**config.mk**
```make
export PLATFORM = sky130hd
export DESIGN_NAME = red_pitaya_trg_ext_flat
export DESIGN_NICKNAME = d
export VERILOG_FILES = /design/src/rtl/red_pitaya_trg_ext_if.sv /design/src/rtl/red_pitaya_trg_ext.sv /design/src/flat_wrapper.sv
export SDC_FILE = /design/constraint.sdc
export NUM_CORES = 1
export LEC_CHECK = 0
export BUFFER_PORTS_ARGS = -buffer_cell sky130_fd_sc_hd__buf_4
export CAP_MARGIN = 20
export CORE_UTILIZATION = 51
export DETAILED_ROUTE_END_ITERATION = 10
export GPL_TIMING_DRIVEN = 1
export PLACE_DENSITY = 0.76
export REMOVE_ABC_BUFFERS = 1
export SLEW_MARGIN = 10
export SYNTH_ARGS = -nofsm -noshare
export SYNTH_HDL_FRONTEND = slang
export SYNTH_SLANG_ARGS = --single-unit
```
**constraint.sdc**
```tcl
create_clock -name clk_i -period 3 [get_ports clk_i]
set_input_delay 0.3 -clock clk_i [delete_from_list [all_inputs] [get_ports clk_i]]
set_output_delay 0.3 -clock clk_i [all_outputs]
set_load 0.05 [all_outputs]
```
**src/rtl/red_pitaya_trg_ext_if.sv**
```systemverilog
// rtl/red_pitaya_trg_ext_if.sv - trigger-conditioner configuration/control/status bundle
//
// Purpose : carries the external trigger pin, configuration, control pulses and status outputs
//           of red_pitaya_trg_ext between the register side (master) and the conditioner (slave).
// Signals : trg_ext_i          raw asynchronous trigger pin
//           cfg_edg_i          edge select, 0 = rising, 1 = falling
//           cfg_deb_i[DWC]     debounce length in cycles
//           cfg_hld_i[HWC]     holdoff length in cycles
//           ctl_arm_i          arm pulse
//           ctl_rst_i          disarm pulse, clears FSM and counter
//           trg_o              one-cycle conditioned trigger
//           sts_arm_o          FSM in ARMED
//           sts_hld_o          FSM in HOLD
//           cnt_trg_o[CWC]     saturating accepted-trigger count
//           ts_trg_o[64]       last trigger timestamp (TRG_EXT_TIMESTAMP_EN only)
// Macro   : TRG_EXT_TIMESTAMP_EN

interface red_pitaya_trg_ext_if #(
  parameter int DWC = 20,
  parameter int HWC = 32,
  parameter int CWC = 32
);
  logic           trg_ext_i;
  logic           cfg_edg_i;
  logic [DWC-1:0] cfg_deb_i;
  logic [HWC-1:0] cfg_hld_i;
  logic           ctl_arm_i;
  logic           ctl_rst_i;
  logic           trg_o;
  logic           sts_arm_o;
  logic           sts_hld_o;
  logic [CWC-1:0] cnt_trg_o;
`ifdef TRG_EXT_TIMESTAMP_EN
  logic [63:0]    ts_trg_o;
`endif

`ifdef TRG_EXT_TIMESTAMP_EN
  modport master (
    output trg_ext_i, cfg_edg_i, cfg_deb_i, cfg_hld_i, ctl_arm_i, ctl_rst_i,
    input  trg_o, sts_arm_o, sts_hld_o, cnt_trg_o, ts_trg_o
  );
  modport slave (
    input  trg_ext_i, cfg_edg_i, cfg_deb_i, cfg_hld_i, ctl_arm_i, ctl_rst_i,
    output trg_o, sts_arm_o, sts_hld_o, cnt_trg_o, ts_trg_o
  );
`else
  modport master (
    output trg_ext_i, cfg_edg_i, cfg_deb_i, cfg_hld_i, ctl_arm_i, ctl_rst_i,
    input  trg_o, sts_arm_o, sts_hld_o, cnt_trg_o
  );
  modport slave (
    input  trg_ext_i, cfg_edg_i, cfg_deb_i, cfg_hld_i, ctl_arm_i, ctl_rst_i,
    output trg_o, sts_arm_o, sts_hld_o, cnt_trg_o
  );
`endif
endinterface

```
**src/rtl/red_pitaya_trg_ext.sv**
```systemverilog
// rtl/red_pitaya_trg_ext.sv - external trigger synchroniser, debouncer, edge detector and arm/holdoff FSM
//
// Purpose : conditions the expansion-connector trigger pin into one-cycle trigger pulses for the
//           scope and ASG trigger muxes, with debounce, edge select, arm control and holdoff.
// Ports   : clk_i  125 MHz ADC clock (single domain)
//           rst_i  synchronous active-high reset
//           bus    red_pitaya_trg_ext_if.slave (pin, cfg_*, ctl_*, trg_o, sts_*, cnt_trg_o, ts_trg_o)
// Macro   : TRG_EXT_TIMESTAMP_EN adds a 64-bit free-running timestamp latched on every trigger.

module red_pitaya_trg_ext #(
  parameter int DWC = 20,
  parameter int HWC = 32,
  parameter int CWC = 32
) (
  input  logic                   clk_i,
  input  logic                   rst_i,
  red_pitaya_trg_ext_if.slave    bus
);

  localparam logic [1:0] S_IDLE  = 2'd0;
  localparam logic [1:0] S_ARMED = 2'd1;
  localparam logic [1:0] S_HOLD  = 2'd2;

  logic           r_sy1;
  logic           r_sy2;
  logic           r_lvl;
  logic           r_lvl_d;
  logic [DWC-1:0] r_deb_cnt;
  logic [1:0]     r_state;
  logic [HWC-1:0] r_hld_cnt;
  logic [CWC-1:0] r_cnt_trg;
  logic           r_trg;
  logic           w_rise;
  logic           w_fall;
  logic           w_edge;

`ifdef TRG_EXT_TIMESTAMP_EN
  logic [63:0]    r_ts_cnt;
  logic [63:0]    r_ts_trg;
`endif

  // Synchroniser and debouncer keep running regardless of FSM state, so arming
  // always sees a settled level and needs a fresh edge to fire.
  always_ff @(posedge clk_i) begin
    if (rst_i) begin
      r_sy1     <= 1'b0;
      r_sy2     <= 1'b0;
      r_lvl     <= 1'b0;
      r_lvl_d   <= 1'b0;
      r_deb_cnt <= '0;
    end else begin
      r_sy1   <= bus.trg_ext_i;
      r_sy2   <= r_sy1;
      r_lvl_d <= r_lvl;
      if (r_sy2 != r_lvl) begin
        // The new level must persist for cfg_deb_i+1 samples before it is accepted.
        if (r_deb_cnt == bus.cfg_deb_i) begin
          r_lvl     <= r_sy2;
          r_deb_cnt <= '0;
        end else begin
          r_deb_cnt <= r_deb_cnt + 1'b1;
        end
      end else begin
        r_deb_cnt <= '0;
      end
    end
  end

  // Both detectors look only at the debounced level, so flipping cfg_edg_i
  // while the level is steady selects between two zeros.
  assign w_rise = r_lvl & ~r_lvl_d;
  assign w_fall = ~r_lvl & r_lvl_d;
  assign w_edge = bus.cfg_edg_i ? w_fall : w_rise;

`ifdef TRG_EXT_TIMESTAMP_EN
  always_ff @(posedge clk_i) begin
    if (rst_i) begin
      r_ts_cnt <= '0;
    end else begin
      r_ts_cnt <= r_ts_cnt + 64'd1;
    end
  end
`endif

  always_ff @(posedge clk_i) begin
    if (rst_i) begin
      r_state   <= S_IDLE;
      r_hld_cnt <= '0;
      r_cnt_trg <= '0;
      r_trg     <= 1'b0;
`ifdef TRG_EXT_TIMESTAMP_EN
      r_ts_trg  <= '0;
`endif
    end else begin
      r_trg <= 1'b0;
      // Disarm wins over arm and over an edge arriving in the same cycle.
      if (bus.ctl_rst_i) begin
        r_state   <= S_IDLE;
        r_hld_cnt <= '0;
        r_cnt_trg <= '0;
`ifdef TRG_EXT_TIMESTAMP_EN
        r_ts_trg  <= '0;
`endif
      end else begin
        case (r_state)
          S_IDLE: begin
            if (bus.ctl_arm_i) begin
              r_state <= S_ARMED;
            end
          end
          S_ARMED: begin
            if (w_edge) begin
              r_trg <= 1'b1;
              if (r_cnt_trg != '1) begin
                r_cnt_trg <= r_cnt_trg + 1'b1;
              end
`ifdef TRG_EXT_TIMESTAMP_EN
              r_ts_trg <= r_ts_cnt;
`endif
              if (bus.cfg_hld_i != '0) begin
                r_hld_cnt <= bus.cfg_hld_i;
                r_state   <= S_HOLD;
              end
            end
          end
          S_HOLD: begin
            // The <= guard also recovers from a zero count, which cannot be loaded.
            if (r_hld_cnt <= HWC'(1)) begin
              r_hld_cnt <= '0;
              r_state   <= S_ARMED;
            end else begin
              r_hld_cnt <= r_hld_cnt - 1'b1;
            end
          end
          default: begin
            r_state   <= S_IDLE;
            r_hld_cnt <= '0;
          end
        endcase
      end
    end
  end

  assign bus.trg_o     = r_trg;
  assign bus.sts_arm_o = (r_state == S_ARMED);
  assign bus.sts_hld_o = (r_state == S_HOLD);
  assign bus.cnt_trg_o = r_cnt_trg;
`ifdef TRG_EXT_TIMESTAMP_EN
  assign bus.ts_trg_o  = r_ts_trg;
`endif

endmodule

```
**src/flat_wrapper.sv**
```systemverilog
// flat-port wrapper written by rule: the top's interface ports become plain ports
module red_pitaya_trg_ext_flat 
#(
  parameter int DWC = 20,
  parameter int HWC = 32,
  parameter int CWC = 32
)
  (clk_i, rst_i, bus_trg_ext_i, bus_cfg_edg_i, bus_cfg_deb_i, bus_cfg_hld_i, bus_ctl_arm_i, bus_ctl_rst_i, bus_trg_o, bus_sts_arm_o, bus_sts_hld_o, bus_cnt_trg_o);
  red_pitaya_trg_ext_if #(.DWC(DWC), .HWC(HWC), .CWC(CWC)) bus_i ();
  input  logic clk_i;
  input  logic rst_i;
  input wire logic [$bits(bus_i.trg_ext_i)-1:0] bus_trg_ext_i;
  input wire logic [$bits(bus_i.cfg_edg_i)-1:0] bus_cfg_edg_i;
  input wire logic [$bits(bus_i.cfg_deb_i)-1:0] bus_cfg_deb_i;
  input wire logic [$bits(bus_i.cfg_hld_i)-1:0] bus_cfg_hld_i;
  input wire logic [$bits(bus_i.ctl_arm_i)-1:0] bus_ctl_arm_i;
  input wire logic [$bits(bus_i.ctl_rst_i)-1:0] bus_ctl_rst_i;
  output wire logic [$bits(bus_i.trg_o)-1:0] bus_trg_o;
  output wire logic [$bits(bus_i.sts_arm_o)-1:0] bus_sts_arm_o;
  output wire logic [$bits(bus_i.sts_hld_o)-1:0] bus_sts_hld_o;
  output wire logic [$bits(bus_i.cnt_trg_o)-1:0] bus_cnt_trg_o;
  assign bus_i.trg_ext_i = bus_trg_ext_i;
  assign bus_i.cfg_edg_i = bus_cfg_edg_i;
  assign bus_i.cfg_deb_i = bus_cfg_deb_i;
  assign bus_i.cfg_hld_i = bus_cfg_hld_i;
  assign bus_i.ctl_arm_i = bus_ctl_arm_i;
  assign bus_i.ctl_rst_i = bus_ctl_rst_i;
  assign bus_trg_o = bus_i.trg_o;
  assign bus_sts_arm_o = bus_i.sts_arm_o;
  assign bus_sts_hld_o = bus_i.sts_hld_o;
  assign bus_cnt_trg_o = bus_i.cnt_trg_o;
  red_pitaya_trg_ext #(.DWC(DWC), .HWC(HWC), .CWC(CWC)) u_core (.clk_i(clk_i), .rst_i(rst_i), .bus(bus_i));
endmodule
```
Word-level counts from Yosys, hierarchy flattened --
Index checks and enable logic that the tools add are counted. W data, S select, Z words.
Cells by class: $add $sub $neg 3, magnitude comparators 1, equality and inequality tests 9, multiplexer cells 11, bitwise logic cells 7, reduce and logical (&&, ||, !) cells 9
Operators with widths (number):
- $mux W32 | 3
- $pmux W32 S3 | 1
- $add A32 B1 Y32 const B | 1
- $le A32 B1 Y1 const B | 1
- $ne A32 B32 Y1 const B | 1
- $reduce_bool A32 Y1 | 1
- $sub A32 B1 Y32 const B | 1
- $add A20 B1 Y20 const B | 1
- $eq A20 B20 Y1 | 1
- $mux W2 | 4
- $ne A2 B1 Y1 const B | 3
- $pmux W2 S3 | 1
- $reduce_and A3 Y1 | 2
- $reduce_or A3 Y1 | 2
- $not A1 Y1 | 5
- $reduce_and A4 Y1 | 1
- $and A1 B1 Y1 | 2
- $eq A2 B1 Y1 const B | 1
- $eq A2 B2 Y1 const B | 1
- $logic_not A2 Y1 | 1
- $mux W1 | 2
- $ne A2 B2 Y1 const B | 1
- $reduce_and A2 Y1 | 1
- $reduce_or A2 Y1 | 1
- $ne A1 B1 Y1 | 1
Word-level totals: bits in registers 91, word-level logic and storage cells 49

Longest topological paths before layout --
Gate-level depths: netlist (run 1).
depth after elaboration 5, gate-level depth with buffers 9

Least setup slack after synthesis (run 1) --
Ideal clock, no wire load.
path type register to register, from reg u_core.r_cnt_trg[0], in the netlist u_core.bus.cnt_trg_o[0], to reg u_core.r_cnt_trg[25], in the netlist u_core.bus.cnt_trg_o[25], arrival time 2.592 ns, data required time 2.885 ns, slack 0.293 ns, cell stages (with the launch flop) 8, clock period less this slack 2.707 ns, cells stage by stage dfxtp_1 > and3_1 > clkbuf_1 > or4b_2 > nor4_1 > nand3_1 > xnor2_1 > and2_1
On the way: longest elaborated chain between the ends 2
RTL lines:
- start, declared | RTL line red_pitaya_trg_ext.sv:31 | logic [CWC-1:0] r_cnt_trg;
- start signal, assigned | RTL line red_pitaya_trg_ext.sv:115 | r_cnt_trg <= r_cnt_trg + 1'b1;
- branches (longest 2 deep; another with $add A32 B1 Y32)
Several ways; the timed one is not identified. A chain may end at the register's enable or synchronous reset.

Final worst setup path (run 1) --
from reg u_core.r_hld_cnt[19], to reg u_core.r_hld_cnt[6]
On the way: longest elaborated chain between the ends 3
RTL lines:
- start, declared | RTL line red_pitaya_trg_ext.sv:30 | logic [HWC-1:0] r_hld_cnt;
- start signal, assigned | RTL line red_pitaya_trg_ext.sv:121 | r_hld_cnt <= bus.cfg_hld_i;
- start signal, assigned | RTL line red_pitaya_trg_ext.sv:132 | r_hld_cnt <= r_hld_cnt - 1'b1;
- $le A32 B1 Y1 | RTL line red_pitaya_trg_ext.sv:128 | if (r_hld_cnt <= HWC'(1)) begin
- $mux W32 | RTL line red_pitaya_trg_ext.sv:128
- $pmux W32 S3 | RTL line red_pitaya_trg_ext.sv:105 | case (r_state)
No other way between the ends.

==> qor.yml, run 1 <==
outcome: "complete, no violations"
synth.avg_cell_area_sq_um: 8.14
crit_fanout: 10
p_leak_nw: 2.36
synthArstFlopShare_pct: 0
first_iter_violations: 521
synth.distinct_cells: 59
die_h_um: 101
synthTopCellsByArea: "dfxtp_1, xor2_1, nor2_1, xnor2_1, nand3_1"
clockBufferDepth: 2
synth_compound_area_share_pct: 14.8
drt-total-wl_um: 14400
wl_per_cell_um: 17.1
min_path_type: "input pin to flop"
synth-main-ff-cell: "dfxtp_1"
ys_seq_area_share_pct: 36.1
crit_type: "flop to flop"
synth_area_sq_mm: 0.00505
arrival_ns: 2.95
synth_common_cells: "dfxtp_1, nor2_1, xor2_1, nand2_1, nand3_1"
grt_usage_pct: 28.3
cts_root_buf: "clkbuf_8"
max_freq_mhz: 368
num-fill-cells: 830
critPathRequiredTime_ns: 3.23
fin_skew_ns: 0.00962
ir_worst_vdd_mv: 0.198
start_util_pct: 53.6
viasPerCell: 6.07
clock_latency_ns: 0.36
yosys_warnings: 0
routabilityCongestion: 0.952
drv_cap: 0
grt_setup_unrepaired: "false"
setup_tns_ns: 0
synth-seq-cells: 91
fin_nets: 778
drt-pass1-iter-count: 5
cts_tree: "done"
min_period_over_period_pct: 90.7
coreArea_sq_mm: 0.00942
synth_mux_area_share_pct: 2.23
tightestPinTransition_ns: 0.807
post_cts_resize_count: 0
synth_top_cell_by_area: "dfxtp_1"
route.detailed.drc: 0
grt-ovfl-total: 0
cts.sinks: 91
area_delta_synth_final_pct: 22.0
synth_edf_count: 0
synth_fa_ha_area_share_pct: 1.98
portBuffers: 92
hold_buffers: 0
clk_pin_slew_ns: 0.10
synthCells: 620
grt_pass1_wl_um: 22900
diodes: 0
hpwl_um: 10700
post-synth-top-count-cell: "dfxtp_1"
grt_pass1_vias: 4770
fp.dieW_um: 101
synth_top_area_share_pct: 36.1
vias: 5129
end_kind: "flop"
antenna_found_initial: 0
grt_max_degree: 24
min_period_ns: 2.72
synth_top_family_by_area: "simple AND/OR/NAND/NOR gates"
report.final.slew_viol_count: 0
ant_nets: 0
power_density_mw_per_mm2: 392
die_area_sq_mm: 0.0103
maxSlewHeadroom_pct: 45.9
synthSimpleGateAreaFrac_pct: 29.1
placementRows: 35
startpoint_type: "flop"
power.total_mw: 2.41
hold_viol: 0
ctsHtreeMaxLevel: 3
synth_xor_xnor_area_share_pct: 12.5
cts_setup_buffers: 0
io_pins: 93
cts_buffers: 9
layout-drive-gt1-share_pct: 18.9
setup_viol: 0
-- stage by stage --
| stage | utilization (%) | std cells | hold slack, ns | setup slack (ns) | area [sq um] |
|---|---|---|---|---|---|
| after floorplan | - | 591 | 0.372 | 0.0365 | 4930 |
| after global placement | 62.9 | 830 | 0.422 | 0.398 | 5920 |
| after detailed placement | 62.9 | 830 | 0.427 | 0.384 | 5920 |
| after CTS | 65.4 | 845 | 0.131 | 0.323 | 6160 |
| after global routing | 65.4 | 845 | 0.150 | 0.205 | 6160 |
| final | 65.4 | 845 | 0.142 | 0.280 | 6160 |
-- path summary, 6_finish.rpt --
| path | startpoint | end | slack (ns) | depth (start not counted) |
|---|---|---|---|---|
| worst min register to register | u_core.r_sy1 | u_core.r_sy2 | 0.44 | 1 |
| worst max-delay path | u_core.r_hld_cnt[19] | u_core.r_hld_cnt[6] | 0.28 | 6 |
| worst max register to register | u_core.r_hld_cnt[19] | u_core.r_hld_cnt[6] | 0.28 | 6 |
| worst min-delay path | rst_i | u_core.r_sy2 | 0.14 | 2 |
-- power by group --
| group | leakage [nW] | internal, mW | switching (mW) |
|---|---|---|---|
| clock network | 0.117 | 0.554 | 0.457 |
| logic | 1.51 | 0.0862 | 0.102 |
| registers | 0.733 | 1.21 | 0.00248 |
| total | 2.36 | 1.85 | 0.562 |
-- sequential cells by signal (all words and copies together) (netlist names) --
| signal | cells |
|---|---|
| u_core.bus.cnt_trg_o | 32 |
| u_core.bus.trg_o | 1 |
| u_core.r_deb_cnt | 20 |
| u_core.r_hld_cnt | 32 |
| u_core.r_lvl | 1 |
| u_core.r_lvl_d | 1 |
| u_core.r_state | 2 |
| u_core.r_sy1 | 1 |
| u_core.r_sy2 | 1 |
-- area by class of cell --
cell class / instances / area [sq um] / share of cell area, %
Clock inverter: 6 / 114 / 1.85
Multi-Input combinational cell: 485 / 3060 / 49.6
Tap cell: 129 / 161 / 2.62
Sequential cell: 91 / 1820 / 29.6
Timing Repair Buffer: 110 / 826 / 13.4
Clock buffer: 9 / 124 / 2.01
Inverter: 15 / 56.3 / 0.914
-- cell usage in the layout, fill, tap and decap left out, drive strengths merged, types with 16 or more instances in the layout --
cell type,n
buf,110
dfxtp,91
nor2,76
xor2,44
nand2,40
nand3,37
nor3,30
xnor2,28
a21oi,24
nor4,22
nand4,21
and3,19
o22ai,16
inv,16
o21ai,16
-- kinds of logic after synthesis --
logic type      count (synthesis)
simple gates                  287
compound gates                107
flops                          91
xor+xnor                       72
buf+inv                        44
mux                            11
fa+ha+maj                       8
-- worst max-delay path: stages, from the launching register on --
cell and delay, ns:
dfxtp_1 0.37, or4_1 0.56, or4_1 0.55, o31a_1 0.48, and2_1 0.32, a21oi_1 0.21, o22ai_1 0.11
-- metal layers --
| layer | track usage (%) | up-vias | routed length (um) |
|---|---|---|---|
| met4 | 10.7 | 0 | 282 |
| met3 | 4.76 | 29 | 1280 |
| li1 | - | 2442 | - |
| met5 | 0 | - | 0 |
| met2 | 46.3 | 274 | 6660 |
| met1 | 37.4 | 2384 | 6190 |
Power figures use the tool's default switching activity.
==> run 2: changes to the inputs <==
--- a/config.mk
+++ b/config.mk
@@ -8,6 +8,7 @@
 export BUFFER_PORTS_ARGS = -buffer_cell sky130_fd_sc_hd__buf_4
 export CAP_MARGIN = 20
 export CORE_UTILIZATION = 51
+export CTS_BUF_LIST = sky130_fd_sc_hd__clkbuf_4
 export DETAILED_ROUTE_END_ITERATION = 10
 export GPL_TIMING_DRIVEN = 1
 export PLACE_DENSITY = 0.76
==> run 2 against run 1 <==
Maximum frequency grew 0.71%; final area decreased by 0.91%; via count is 0.18% lower; critical path type unchanged; non-clock buffer count stayed put; clock power is 14% lower; hold slack lost 0.10 ns.
==> qor.yml, run 2 (synthesized netlist as in run 1, its figures left out) <==
ant_nets: 0
die_area_sq_mm: 0.0103
setup_viol: 0
path_cells: "or4_1 > or4_1 > o31a_1 > and2_1 > a21oi_1 > o22ai_1"
crit_type: "flop to flop"
cts_root_buf: "clkbuf_4"
coreArea_sq_mm: 0.00942
report.final.slew_viol_count: 0
setup_tns_ns: 0
grt_setup_unrepaired: "false"
wl_per_cell_um: 16.9
arrival_ns: 3.03
diodes: 0
hpwl_um: 10700
fp.dieW_um: 101
ctsHtreeMaxLevel: 3
maxSlewHeadroom_pct: 45.4
drt-pass1-iter-count: 6
tightestPinTransition_ns: 0.814
startpoint_type: "flop"
pre_cts_ws_ns: 0.384
ir_worst_vdd_mv: 0.246
mostFrequentLayoutCell: "buf_4"
cts_setup_buffers: 0
viasPerCell: 6.06
post_cts_resize_count: 0
cts_buffers: 9
antenna_found_initial: 0
cts.sinks: 91
power_density_mw_per_mm2: 371
power.total_mw: 2.27
ff2ff_setup_slack_ns: 0.30
fin_ws_ns: 0.299
die_h_um: 101
critPathRequiredTime_ns: 3.33
fin_nets: 778
crit_fanout: 10
hold_buffers: 0
path_common_cell: "or4_1"
min_path_type: "input pin to flop"
fin_skew_ns: 0.0169
max_freq_mhz: 370
p_int_mw: 1.72
final_cell_mix: "buf_4, dfxtp_1, nor2_1"
grt_pass1_wl_um: 22700
r2r_cells: 6
p_leak_nw: 2.34
pwr-share-clk_pct: 38.1
grt-ovfl-total: 0
first_iter_violations: 479
crit_path_top_delay_cell: "or4_1"
hold_viol: 0
grt_max_degree: 24
io_pins: 93
drv_cap: 0
layout-drive-gt1-share_pct: 18.9
placementRows: 35
min_period_ns: 2.70
grt_pass1_vias: 4735
p_switching_mw: 0.547
clock_latency_ns: 0.44
vias: 5120
clk_pin_slew_ns: 0.15
start_util_pct: 53.6
routabilityCongestion: 0.952
cts_tree: "done"
outcome: "complete, no violations"
hold_path_depth: 2
p_seq_share_pct: 53.6
min_period_over_period_pct: 90.0
portBuffers: 92
end_kind: "flop"
route.detailed.drc: 0
area_delta_synth_final_pct: 20.9
drt-total-wl_um: 14300
combPwrFrac_pct: 8.3
swShare_pct: 24.1
clockBufferDepth: 2
grt_usage_pct: 27.9
max_stage_delay_ns: 0.56
[run 2: stage by stage]
stage	hold WS (ns)	area [sq um]	util, %	cells
after global placement	0.422	5920	62.9	830
after floorplan	0.372	4930	-	591
after CTS	0.0250	6100	64.8	845
after detailed placement	0.427	5920	62.9	830
after global routing	0.0446	6100	64.8	845
final	0.0406	6100	64.8	845
[run 2: per-layer routing]
layer | part of all wire, % | GRT usage (%) | vias up
met5 | 0 | 0 | -
li1 | - | - | 2436
met4 | 2.1 | 9.48 | 0
met2 | 46 | 45.7 | 262
met1 | 44 | 36.7 | 2388
met3 | 8.6 | 5.66 | 34
[run 2: worst paths after layout]
check,startpoint,endpoint
min reg2reg,u_core.r_sy1,u_core.r_sy2
max reg2reg,u_core.r_hld_cnt[19],u_core.r_hld_cnt[6]
max,u_core.r_hld_cnt[19],u_core.r_hld_cnt[6]
min,rst_i,u_core.r_sy2
[run 2: power groups by stage]
stage	registers (mW)	clock network, mW	logic [mW]
after global routing	1.22	0.916	0.199
final	1.21	0.864	0.188
after floorplan	1.24	0	0.0771
after detailed placement	1.24	0	0.184
after CTS	1.21	0.875	0.185
after global placement	1.24	0	0.183
[run 2: worst max-delay path, delay by kind of cell (launching register included)]
family,cells,cell delay [ns]
simple gates,3,1.42
compound gates,3,0.80
flops,1,0.38
[run 2: final cells by class]
| type | count | area (sq um) |
|---|---|---|
| tap | 129 | 161 |
| fill | 843 | 3310 |
| multi-input combinational | 485 | 3060 |
| sequential | 91 | 1820 |
| inverter | 15 | 56.3 |
| timing repair buffer | 110 | 826 |
| clock inverter | 6 | 114 |
| clock buffer | 9 | 67.6 |
==> run 3: changes to the inputs <==
--- a/config.mk
+++ b/config.mk
@@ -5,13 +5,14 @@
 export SDC_FILE = /design/constraint.sdc
 export NUM_CORES = 1
 export LEC_CHECK = 0
+export ABC_AREA = 1
 export BUFFER_PORTS_ARGS = -buffer_cell sky130_fd_sc_hd__buf_4
 export CAP_MARGIN = 20
 export CORE_UTILIZATION = 51
 export CTS_BUF_LIST = sky130_fd_sc_hd__clkbuf_4
 export DETAILED_ROUTE_END_ITERATION = 10
 export GPL_TIMING_DRIVEN = 1
-export PLACE_DENSITY = 0.76
+export PLACE_DENSITY = 0.75
 export REMOVE_ABC_BUFFERS = 1
 export SLEW_MARGIN = 10
 export SYNTH_ARGS = -nofsm -noshare
==> constraint.sdc (replaced) <==
create_clock -name clk_i -period 3 [get_ports clk_i]
set_input_delay 0.15 -clock clk_i [delete_from_list [all_inputs] [get_ports clk_i]]
set_output_delay 0.15 -clock clk_i [all_outputs]
set_load 0.05 [all_outputs]
==> run 3 against run 2 <==
Cell count up 39%; power down 3.1%; utilization shrank 1.9 points; synthesized cell count increased by 50%; wire length increased by 0.19%; die area up 15%.
==> qor.yml, run 3 <==
drv_cap: 0
cts_root_buf: "clkbuf_4"
synth.distinct_cells: 36
synth_top_cell_by_area: "dfxtp_1"
grt_usage_pct: 26.0
synth_top_area_share_pct: 31.4
met1_usage_pct: 35.3
ys_seq_area_share_pct: 31.4
cts_buffers: 9
first_iter_violations: 407
final_cell_mix: "nand2_1, nor2_1, buf_4"
combPwrFrac_pct: 11.1
min_period_over_period_pct: 74.2
placementRows: 38
hpwl_um: 10400
startpoint_type: "flop"
vias: 5935
fp.dieW_um: 109
crit_type: "flop to flop"
multi_input_area_sq_mm: 0.00359
clockBufferDepth: 2
p_seq_share_pct: 55.4
report.final.slew_viol_count: 0
placed_area_sq_mm: 0.00654
post-synth-top-count-cell: "nand2_1"
cts.sinks: 91
setup_viol: 0
viasPerCell: 5.05
fin_nets: 1097
critPathRequiredTime_ns: 3.41
met2_usage_pct: 41.6
max_freq_mhz: 449
fin_skew_ns: 0.0151
power_density_mw_per_mm2: 318
io_pins: 93
pre_cts_ws_ns: 0.793
min_period_ns: 2.23
grt_max_degree: 50
grtUsageMet3_pct: 4.60
cts_tree: "done"
p_leak_nw: 2.99
synthArstFlopShare_pct: 0
grt_pass1_wl_um: 24200
regArea_sq_mm: 0.00182
finalInstanceArea_sq_mm: 0.00691
area_delta_synth_final_pct: 18.9
outcome: "complete, no violations"
ctsHtreeMaxLevel: 3
num-fill-cells: 1099
p_switching_mw: 0.613
mostFrequentLayoutCell: "nand2_1"
fin_ws_ns: 0.773
grt_pass1_vias: 5166
maxSlewHeadroom_pct: 45.7
grt-busiest-layer: "met2"
arrival_ns: 2.64
synthTopCellsByArea: "dfxtp_1, nand2_1, nor2_1, xor2_1, a21oi_1"
synth-main-ff-cell: "dfxtp_1"
grt-ovfl-total: 0
die_h_um: 109
diodes: 0
synth-seq-cells: 91
hold_viol: 0
synth.avg_cell_area_sq_um: 6.24
end_kind: "flop"
coreArea_sq_mm: 0.0110
crit_fanout: 33
swShare_pct: 27.9
drt-pass1-iter-count: 5
routabilityCongestion: 0.968
ir_worst_vdd_mv: 0.282
min_path_type: "input pin to flop"
pwr-share-clk_pct: 33.5
wl_per_cell_um: 12.2
grt_setup_unrepaired: "false"
layout-drive-gt1-share_pct: 13.0
clock_latency_ns: 0.49
utilization_pct: 62.9
synth_area_sq_mm: 0.00581
route.detailed.drc: 0
clk_pin_slew_ns: 0.16
p_int_mw: 1.58
drt-total-wl_um: 14300
ant_nets: 0
start_util_pct: 52.9
synthCells: 931
setup_tns_ns: 0
synth_common_cells: "nand2_1, nor2_1, dfxtp_1, a21oi_1, inv_1"
yosys_warnings: 0
antenna_found_initial: 0
tightestPinTransition_ns: 0.813
portBuffers: 92
die_area_sq_mm: 0.0118
synth_edf_count: 0
[run 3: per-layer routing]
metal / vias up / share of wire (%)
met2: 163 / 45
met4: 0 / 1.6
met3: 16 / 6.3
li1: 3128 / -
met1: 2628 / 47
met5: - / 0
[run 3: path summary, 6_finish.rpt]
kind,start,to,slack (ns),cells past startpoint
min,bus_cfg_hld_i[22],u_core.r_hld_cnt[22],0.03,5
max reg2reg,u_core.r_lvl,u_core.r_hld_cnt[2],0.77,9
min reg2reg,u_core.r_sy1,u_core.r_sy2,0.42,2
max,u_core.r_lvl,u_core.r_hld_cnt[2],0.77,9
[run 3: what timing repair did]
item,CTS,global route
gates resized for setup,0,0
endpoints found under the hold margin,25,0
hold buffers,23,0
buffers inserted,0,0
[run 3: final cells by class]
| cell class | count | area share [%] |
|---|---|---|
| well taps | 140 | 2.54 |
| clock buffers | 9 | 0.978 |
| clock inverters | 7 | 1.10 |
| flip-flops and latches | 91 | 26.4 |
| repair buffers | 118 | 13.7 |
| inverters | 63 | 3.46 |
| multi-input cells | 748 | 51.9 |
[run 3: cells by family (layout without fill, tap and decap cells)]
family                   count (synthesis)  in the layout  synth area share (%)
AO/OA/AOI/OAI                           76             76                  6.85
XOR/XNOR                                70             70                  10.6
adder cells (fa/ha/maj)                  8              8                  1.72
buffers and inverters                   92            197                  6.91
flip-flops                              91             91                  31.4
AND/OR/NAND/NOR                        594            594                  42.6
[run 3: worst max-delay path, stage by stage (launching register included)]
cell and delay, ns:
dfxtp_1 0.40, inv_2 0.06, or3_1 0.32, nand2_2 0.11
inv_2 0.06, nand2_2 0.07, nand3b_4 0.35, nor2_8 0.52
nand2_1 0.09, a21oi_1 0.16
[run 3: power groups by stage]
stage	clock network [mW]	logic (mW)	registers [mW]
2_1_floorplan	0	0.117	1.24
3_3_place_gp	0	0.220	1.24
3_5_place_dp	0	0.221	1.24
4_1_cts	0.754	0.246	1.22
5_1_grt	0.811	0.270	1.22
6_report	0.736	0.245	1.22
[run 3: stage by stage]
stage	cells	hold WS [ns]	power [mW]
floorplan	902	0.221	1.36
global placement	1137	0.356	1.46
detailed placement	1137	0.361	1.46
CTS	1176	0.000141	2.22
global route	1176	0.0155	2.30
finish	1176	0.0280	2.20
